<file path="src/rtl/red_pitaya_bus_sequencer.sv">
// Table-driven bus initiator: replays programmed WRITE/READ/WAIT/END commands
// onto the DSP system bus after a start pulse.
module red_pitaya_bus_sequencer #(
    parameter int LOG_DEPTH   = 4,
    parameter int ACK_TIMEOUT = 255
) (
    input  logic                 clk_i,
    input  logic                 rst_i,
    input  logic                 cfg_wen,
    input  logic [LOG_DEPTH+1:0] cfg_addr,
    input  logic [31:0]          cfg_wdata,
    input  logic                 start_i,
    input  logic                 abort_i,
    output logic                 busy_o,
    output logic                 done_o,
    output logic                 err_o,
    output logic [31:0]          rd_data_o,
    output logic [LOG_DEPTH-1:0] pc_o,
    output logic [31:0]          m_sys_addr,
    output logic [31:0]          m_sys_wdata,
    output logic [3:0]           m_sys_sel,
    output logic                 m_sys_wen,
    output logic                 m_sys_ren,
    input  logic [31:0]          m_sys_rdata,
    input  logic                 m_sys_ack,
    input  logic                 m_sys_err
);

    localparam int DEPTH = 2 ** LOG_DEPTH;
    localparam int TO_W  = (ACK_TIMEOUT < 2) ? 1 : $clog2(ACK_TIMEOUT);
    localparam logic [TO_W-1:0]      TO_LAST = TO_W'(ACK_TIMEOUT - 1);
    localparam logic [LOG_DEPTH-1:0] LAST_PC = LOG_DEPTH'(DEPTH - 1);

    localparam logic [2:0] S_IDLE     = 3'd0;
    localparam logic [2:0] S_FETCH    = 3'd1;
    localparam logic [2:0] S_ISSUE    = 3'd2;
    localparam logic [2:0] S_WAIT_ACK = 3'd3;
    localparam logic [2:0] S_DELAY    = 3'd4;
    localparam logic [2:0] S_FINISH   = 3'd5;

    localparam logic [1:0] OP_WRITE = 2'd0;
    localparam logic [1:0] OP_READ  = 2'd1;
    localparam logic [1:0] OP_WAIT  = 2'd2;
    localparam logic [1:0] OP_END   = 2'd3;

    logic [1:0]  r_tbl_op   [DEPTH];
    logic [31:0] r_tbl_addr [DEPTH];
    logic [31:0] r_tbl_data [DEPTH];

    logic [2:0]           r_state;
    logic [LOG_DEPTH-1:0] r_pc;
    logic [1:0]           r_op;
    logic [15:0]          r_dly;
    logic [TO_W-1:0]      r_to_cnt;
    logic                 r_busy;
    logic                 r_err;
    logic [31:0]          r_rd_data;
    logic [31:0]          r_addr;
    logic [31:0]          r_wdata;

    logic [LOG_DEPTH-1:0] w_cfg_entry;
    logic [1:0]           w_cfg_field;
    logic                 w_last;
    logic [2:0]           w_adv_state;
    logic [LOG_DEPTH-1:0] w_adv_pc;

    assign w_cfg_entry = cfg_addr[LOG_DEPTH+1:2];
    assign w_cfg_field = cfg_addr[1:0];

    // Table RAM is never reset; software reloads it as needed.
    always_ff @(posedge clk_i) begin
        if (cfg_wen) begin
            case (w_cfg_field)
                2'd0:    r_tbl_op[w_cfg_entry]   <= cfg_wdata[1:0];
                2'd1:    r_tbl_addr[w_cfg_entry] <= cfg_wdata;
                2'd2:    r_tbl_data[w_cfg_entry] <= cfg_wdata;
                default: ;
            endcase
        end
    end

    // The last table entry acts as an implicit END; the pc never wraps.
    assign w_last      = (r_pc == LAST_PC);
    assign w_adv_state = w_last ? S_FINISH : S_FETCH;
    assign w_adv_pc    = w_last ? r_pc : r_pc + 1'b1;

    always_ff @(posedge clk_i) begin
        if (rst_i) begin
            r_state   <= S_IDLE;
            r_pc      <= '0;
            r_op      <= OP_WRITE;
            r_dly     <= '0;
            r_to_cnt  <= '0;
            r_busy    <= 1'b0;
            r_err     <= 1'b0;
            r_rd_data <= '0;
            r_addr    <= '0;
            r_wdata   <= '0;
        end else if (abort_i && (r_state != S_IDLE)) begin
            r_state <= S_IDLE;
            r_busy  <= 1'b0;
        end else begin
            case (r_state)
                S_IDLE: begin
                    if (start_i && !abort_i) begin
                        r_state <= S_FETCH;
                        r_pc    <= '0;
                        r_err   <= 1'b0;
                        r_busy  <= 1'b0 | 1'b1;
                    end
                end
                S_FETCH: begin
                    r_op    <= r_tbl_op[r_pc];
                    r_dly   <= r_tbl_data[r_pc][15:0];
                    r_state <= S_ISSUE;
                    // Bus address/data only change for real requests, so they
                    // stay stable between consecutive bus transactions.
                    if (r_tbl_op[r_pc] == OP_WRITE || r_tbl_op[r_pc] == OP_READ) begin
                        r_addr <= r_tbl_addr[r_pc];
                    end
                    if (r_tbl_op[r_pc] == OP_WRITE) begin
                        r_wdata <= r_tbl_data[r_pc];
                    end
                end
                S_ISSUE: begin
                    case (r_op)
                        OP_WRITE, OP_READ: begin
                            r_to_cnt <= '0;
                            r_state  <= S_WAIT_ACK;
                        end
                        OP_WAIT: r_state <= S_DELAY;
                        default: r_state <= S_FINISH;
                    endcase
                end
                S_WAIT_ACK: begin
                    if (m_sys_ack) begin
                        if (m_sys_err) begin
                            r_err   <= 1'b1;
                            r_state <= S_FINISH;
                        end else begin
                            if (r_op == OP_READ) begin
                                r_rd_data <= m_sys_rdata;
                            end
                            r_pc    <= w_adv_pc;
                            r_state <= w_adv_state;
                        end
                    end else if (r_to_cnt == TO_LAST) begin
                        r_err   <= 1'b1;
                        r_state <= S_FINISH;
                    end else begin
                        r_to_cnt <= r_to_cnt + 1'b1;
                    end
                end
                S_DELAY: begin
                    if (r_dly == 16'd0) begin
                        r_pc    <= w_adv_pc;
                        r_state <= w_adv_state;
                    end else begin
                        r_dly <= r_dly - 16'd1;
                    end
                end
                S_FINISH: begin
                    r_busy  <= 1'b0;
                    r_state <= S_IDLE;
                end
                default: r_state <= S_IDLE;
            endcase
        end
    end

    // Bus handshake: a request is the single-cycle wen/ren pulse in ISSUE with
    // addr/wdata valid; the responder completes it with ack (err qualifies it)
    // on any later cycle, and only an ack seen during WAIT_ACK is consumed.
    assign m_sys_wen   = (r_state == S_ISSUE) && (r_op == OP_WRITE);
    assign m_sys_ren   = (r_state == S_ISSUE) && (r_op == OP_READ);
    assign m_sys_sel   = m_sys_wen ? 4'hF : 4'h0;
    assign m_sys_addr  = r_addr;
    assign m_sys_wdata = r_wdata;

    assign done_o    = (r_state == S_FINISH) && !abort_i;
    assign busy_o    = r_busy;
    assign err_o     = r_err;
    assign rd_data_o = r_rd_data;
    assign pc_o      = r_pc;

endmodule

</file>
<file path="config.mk">
export PLATFORM = sky130hd
export DESIGN_NAME = red_pitaya_bus_sequencer
export DESIGN_NICKNAME = d
export VERILOG_FILES = /design/src/rtl/red_pitaya_bus_sequencer.sv
export SDC_FILE = /design/constraint.sdc
export NUM_CORES = 1
export LEC_CHECK = 0
export CAP_MARGIN = 20
export CORE_MARGIN = 1.5
export CORE_UTILIZATION = 45
export DETAILED_ROUTE_END_ITERATION = 8
export PLACE_DENSITY_LB_ADDON = 0.08
export SLEW_MARGIN = 25
export SYNTH_ARGS = -nofsm -noshare
export SYNTH_HDL_FRONTEND = slang
export SYNTH_SLANG_ARGS = --single-unit
</file>
<file path="constraint.sdc">
create_clock -name clk_i -period 4.9 [get_ports clk_i]
set_clock_uncertainty 0.05 [all_clocks]
set_input_delay 0.98 -clock clk_i [delete_from_list [all_inputs] [get_ports clk_i]]
set_output_delay 0.98 -clock clk_i [all_outputs]
set_load 0.02 [all_outputs]
</file>
==> run_results.csv <==
group,metric,value,unit
run_status,status,"finished, final reports clean",
critical_path,cp_num_cells,4,
synth,synth.area.top_cells,"edfxtp_1 70%, mux4_2 15%, dfxtp_1 6.0%",
global_route,grt_max_degree,90,
critical_path,reg2reg_depth,7,
timing,fin_hold_ws,0.402,ns
timing,fmax,0.275,GHz
floorplan,chipHeight,321,um
place,dp_hpwl,63.7,mm
pwr,power.density,410,mW/mm^2
critical_path,startpoint_type,"primary input",
floorplan,io_pins,186,
critical_path,startpoint,"abort_i",
global_route,grt_pass1_wl,159,mm
detailed_routing,drt_iter0_drc,1970,
floorplan,placementRows,116,
cts,cts_root_buffer,"clkbuf_16",
detailed_routing,totalWireLength,108,mm
global_route,use_met1,29.9,%
worst_hold_path,min_from,"rd_data_o[5]",
pwr,switching_share,21.5,%
cts,cts-hold-fix-buffers,0,
timing,relSlewSlack,29.2,%
cts,clk_latency,0.72,ns
synth,synth_flop_cell,"edfxtp_1",
critical_path,r2r_slack,1.48,ns
cts,cts.sinks,1191,
critical_path,critical-path-top-delay-family,"buffers and inverters",
floorplan,die_w,321,um
final_layout,instances_no_fill,3904,
synth,synth_area,0.0454,sq mm
synth,ys_async_sr_fraction,0,%
global_route,grt_overflow,0,
synth,yosysSeqAreaShare,75.8,%
timing,post-route-period-util,74.2,%
cts,ctsHtreeMaxLevel,4,
global_route,antenna_found_initial,1,
critical_path,crit_chain,"clkdlybuf4s50_1, nor2_1, and3_1, clkdlybuf4s50_1",
critical_path,end_kind,"primary output",
pwr,peakVddDrop,0.303,mV
timing,rsz0062_at_grt,"false",
critical_path,crit_required,3.87,ns
cts,cts_buffers,130,
pwr,power_frac_comb,6.7,%
global_route,grt_busiest_layer,"met2",
floorplan,die_area,0.103,sq mm
worst_hold_path,hold_end,"rd_data_o[5]",
detailed_routing,dr.pass1.iters,6,
synth,avgSynthCellArea,20.4,sq um
synth,synth_top_area_share,69.9,%
global_route,grt_use_met2,35.1,%
final_layout,layout-drive-gt1-share,24.1,%
critical_path,rr_endpoint,"r_dly[14]",
floorplan,core,0.100,sq mm
timing,fin_crit,3.64,ns
floorplan,start_util,45.4,%
worst_hold_path,holdCritPathClass,"register to register",
pwr,total_leakage_power,16.6,nW
final_layout,nets,2583,
critical_path,crit_buf_inv,2,
timing,worst_pin_slew,1.06,ns
worst_hold_path,whs_path_depth,2,
critical_path,crit_arrival,2.61,ns
timing,setup_tns,0,ns
cts,cts_resized,0,
critical_path,slowest_stage,"clkdlybuf4s50_1",
detailed_routing,drc,0,
cts,cts_tree,"done",
pwr,power.switching,4.71,mW
global_route,grt_pass1_vias,23400,
synth,synth_seq_cells,1191,
pwr,sequentialPowerShare,51.3,%
final_layout,area_delta_synth_final,17.5,%
cts,cts-root-to-sink-buffers,3,
place,port_buffers,185,
global_route,track_usage,21.4,%
detailed_routing,vias,22600,
detailed_routing,vias_per_cell,5.78,
detailed_routing,antenna_left,0,
flow_run,max_cap_viol_count,0,
cts,path_clk_slew,0.05,ns
synth,syn_nets,2302,
place,gp_congestion,0.816,
place,dp.cells,3668,
detailed_routing,detail_route.wl_per_cell,27.7,um
timing,setup_viol,0,
critical_path,crit_top_cell,"clkdlybuf4s50_1",
final_layout,fillCellCount,7750,
critical_path,cp_max_fo,11,
synth,yosys_warnings,0,
synth,synth_edf_count,1056,
pwr,intPower,17.2,mW
timing,final-hold-violation-count,0,
timing,drv_slew,0,
synth,synth_top_area_cell,"edfxtp_1",
critical_path,criticalPathCategory,"primary input to primary output",
synth,syn_inst,2221,
global_route,met3_usage,3.26,%
cts,cts_setup_buffers,0,
critical_path,max_stage_delay,0.63,ns
synth,synth_cell_types,63,
pwr,p_clk_share,41.9,%
-- metal layers --
metal  vias to the layer above  part of all wire (%)
met4                         0                   1.8
met3                       148                   5.1
li1                       9684                     -
met2                       717                    50
met5                         -                     0
met1                     12000                    44
-- power groups by stage --
stage          Combinational [mW]  Clock (mW)  Sequential [mW]
3_3_place_gp                 1.49           0             11.5
4_1_cts                      1.51        9.41             11.2
6_report                     1.47        9.17             11.2
2_1_floorplan                1.01           0             11.4
3_5_place_dp                 1.51           0             11.5
5_1_grt                      1.58        9.80             11.2
-- how the worst max path moves through the flow --
stage / to / slack, ns
after floorplan: r_tbl_data[15][0] / 1.58
after global placement: m_sys_wdata[20] / 1.26
after detailed placement: m_sys_wdata[19] / 1.19
after CTS: done_o / 1.25
after global routing: m_sys_sel[3] / 1.14
final: done_o / 1.26
-- layout make-up --
class                      instances  area (sq um)  area share, %
antenna                            1          2.50        0.00469
timing repair buffer             271          2660           4.98
tap                             1298          1620           3.05
clock buffer                     187          3630           6.81
inverter                          10          37.5         0.0704
multi-input combinational        898         10600           19.8
clock inverter                    48           377          0.706
sequential                      1191         34400           64.6
-- per-stage QoR --
step / total power, mW / util (%) / area, sq um / setup WS [ns]
3_3_place_gp: 12.9 / 49.2 / 49200 / 1.26
6_report: 21.9 / 53.3 / 53300 / 1.26
2_1_floorplan: 12.4 / - / 45400 / 1.58
5_1_grt: 22.6 / 53.3 / 53300 / 1.14
4_1_cts: 22.2 / 53.4 / 53400 / 1.25
3_5_place_dp: 13.0 / 49.4 / 49400 / 1.19
-- cells in the final DEF, fill, tap and decap left out, types with 7 or more instances in the layout --
master	instances
edfxtp_1	1056
mux4_2	299
clkdlybuf4s50_1	164
clkbuf_16	135
dfxtp_1	128
nor2_1	118
nand2_1	102
mux2i_1	88
buf_4	69
a21oi_1	58
clkbuf_1	46
nor2_4	32
a22oi_1	24
buf_2	20
clkinv_1	18
clkinv_2	16
o21ai_0	15
nand3_1	14
nor2b_1	13
a221oi_1	13
nor3_1	13
buf_12	13
o21ai_1	12
inv_1	8
nand3b_1	7
-- Yosys cell counts, types with 5 or more instances --
cell and count:
edfxtp_1 1056, mux4_2 299, nor2_1 150, dfxtp_1 135, nand2_1 102, mux2i_1 88
clkbuf_1 68, a21oi_1 58, a22oi_1 24, buf_2 24, o21ai_0 15, nand3_1 14
a221oi_1 13, nor2b_1 13, nor3_1 13, o21ai_1 12, buf_1 10, buf_4 9
buf_6 9, inv_1 9, nand3b_1 7, a211oi_1 5, a311oi_1 5, and3_1 5
nand2b_1 5
-- flip-flops by register name (all words and copies together) (netlist names), named ones only --
signal / cells
busy_o: 1
err_o: 1
m_sys_addr: 32
m_sys_wdata: 32
pc_o: 4
r_dly: 16
r_op: 2
r_state: 3
r_tbl_addr: 512
r_tbl_data: 512
r_tbl_op: 32
r_to_cnt: 8
rd_data_o: 32
-- cell families (layout without fill, tap and decap cells) --
| group | Yosys count | count (layout) | synth area share, % |
|---|---|---|---|
| buffers and inverters | 132 | 516 | 1.43 |
| DFF | 1191 | 1191 | 75.8 |
| and+or+nand+nor | 335 | 335 | 3.31 |
| adders and majority gates | 4 | 4 | 0.110 |
| muxes | 390 | 390 | 16.9 |
| other | 0 | 1 | 0 |
| xor gates and xnor gates | 7 | 7 | 0.135 |
| AOI/OAI and AO/OA | 162 | 162 | 2.32 |
-- worst min-delay path, cell delays in order (launching register included) --
cell and delay [ns]:
dfxtp_1 0.30, nand2_1 0.05, a21oi_1 0.05
Note: power is estimated with default switching activity, not from simulation.
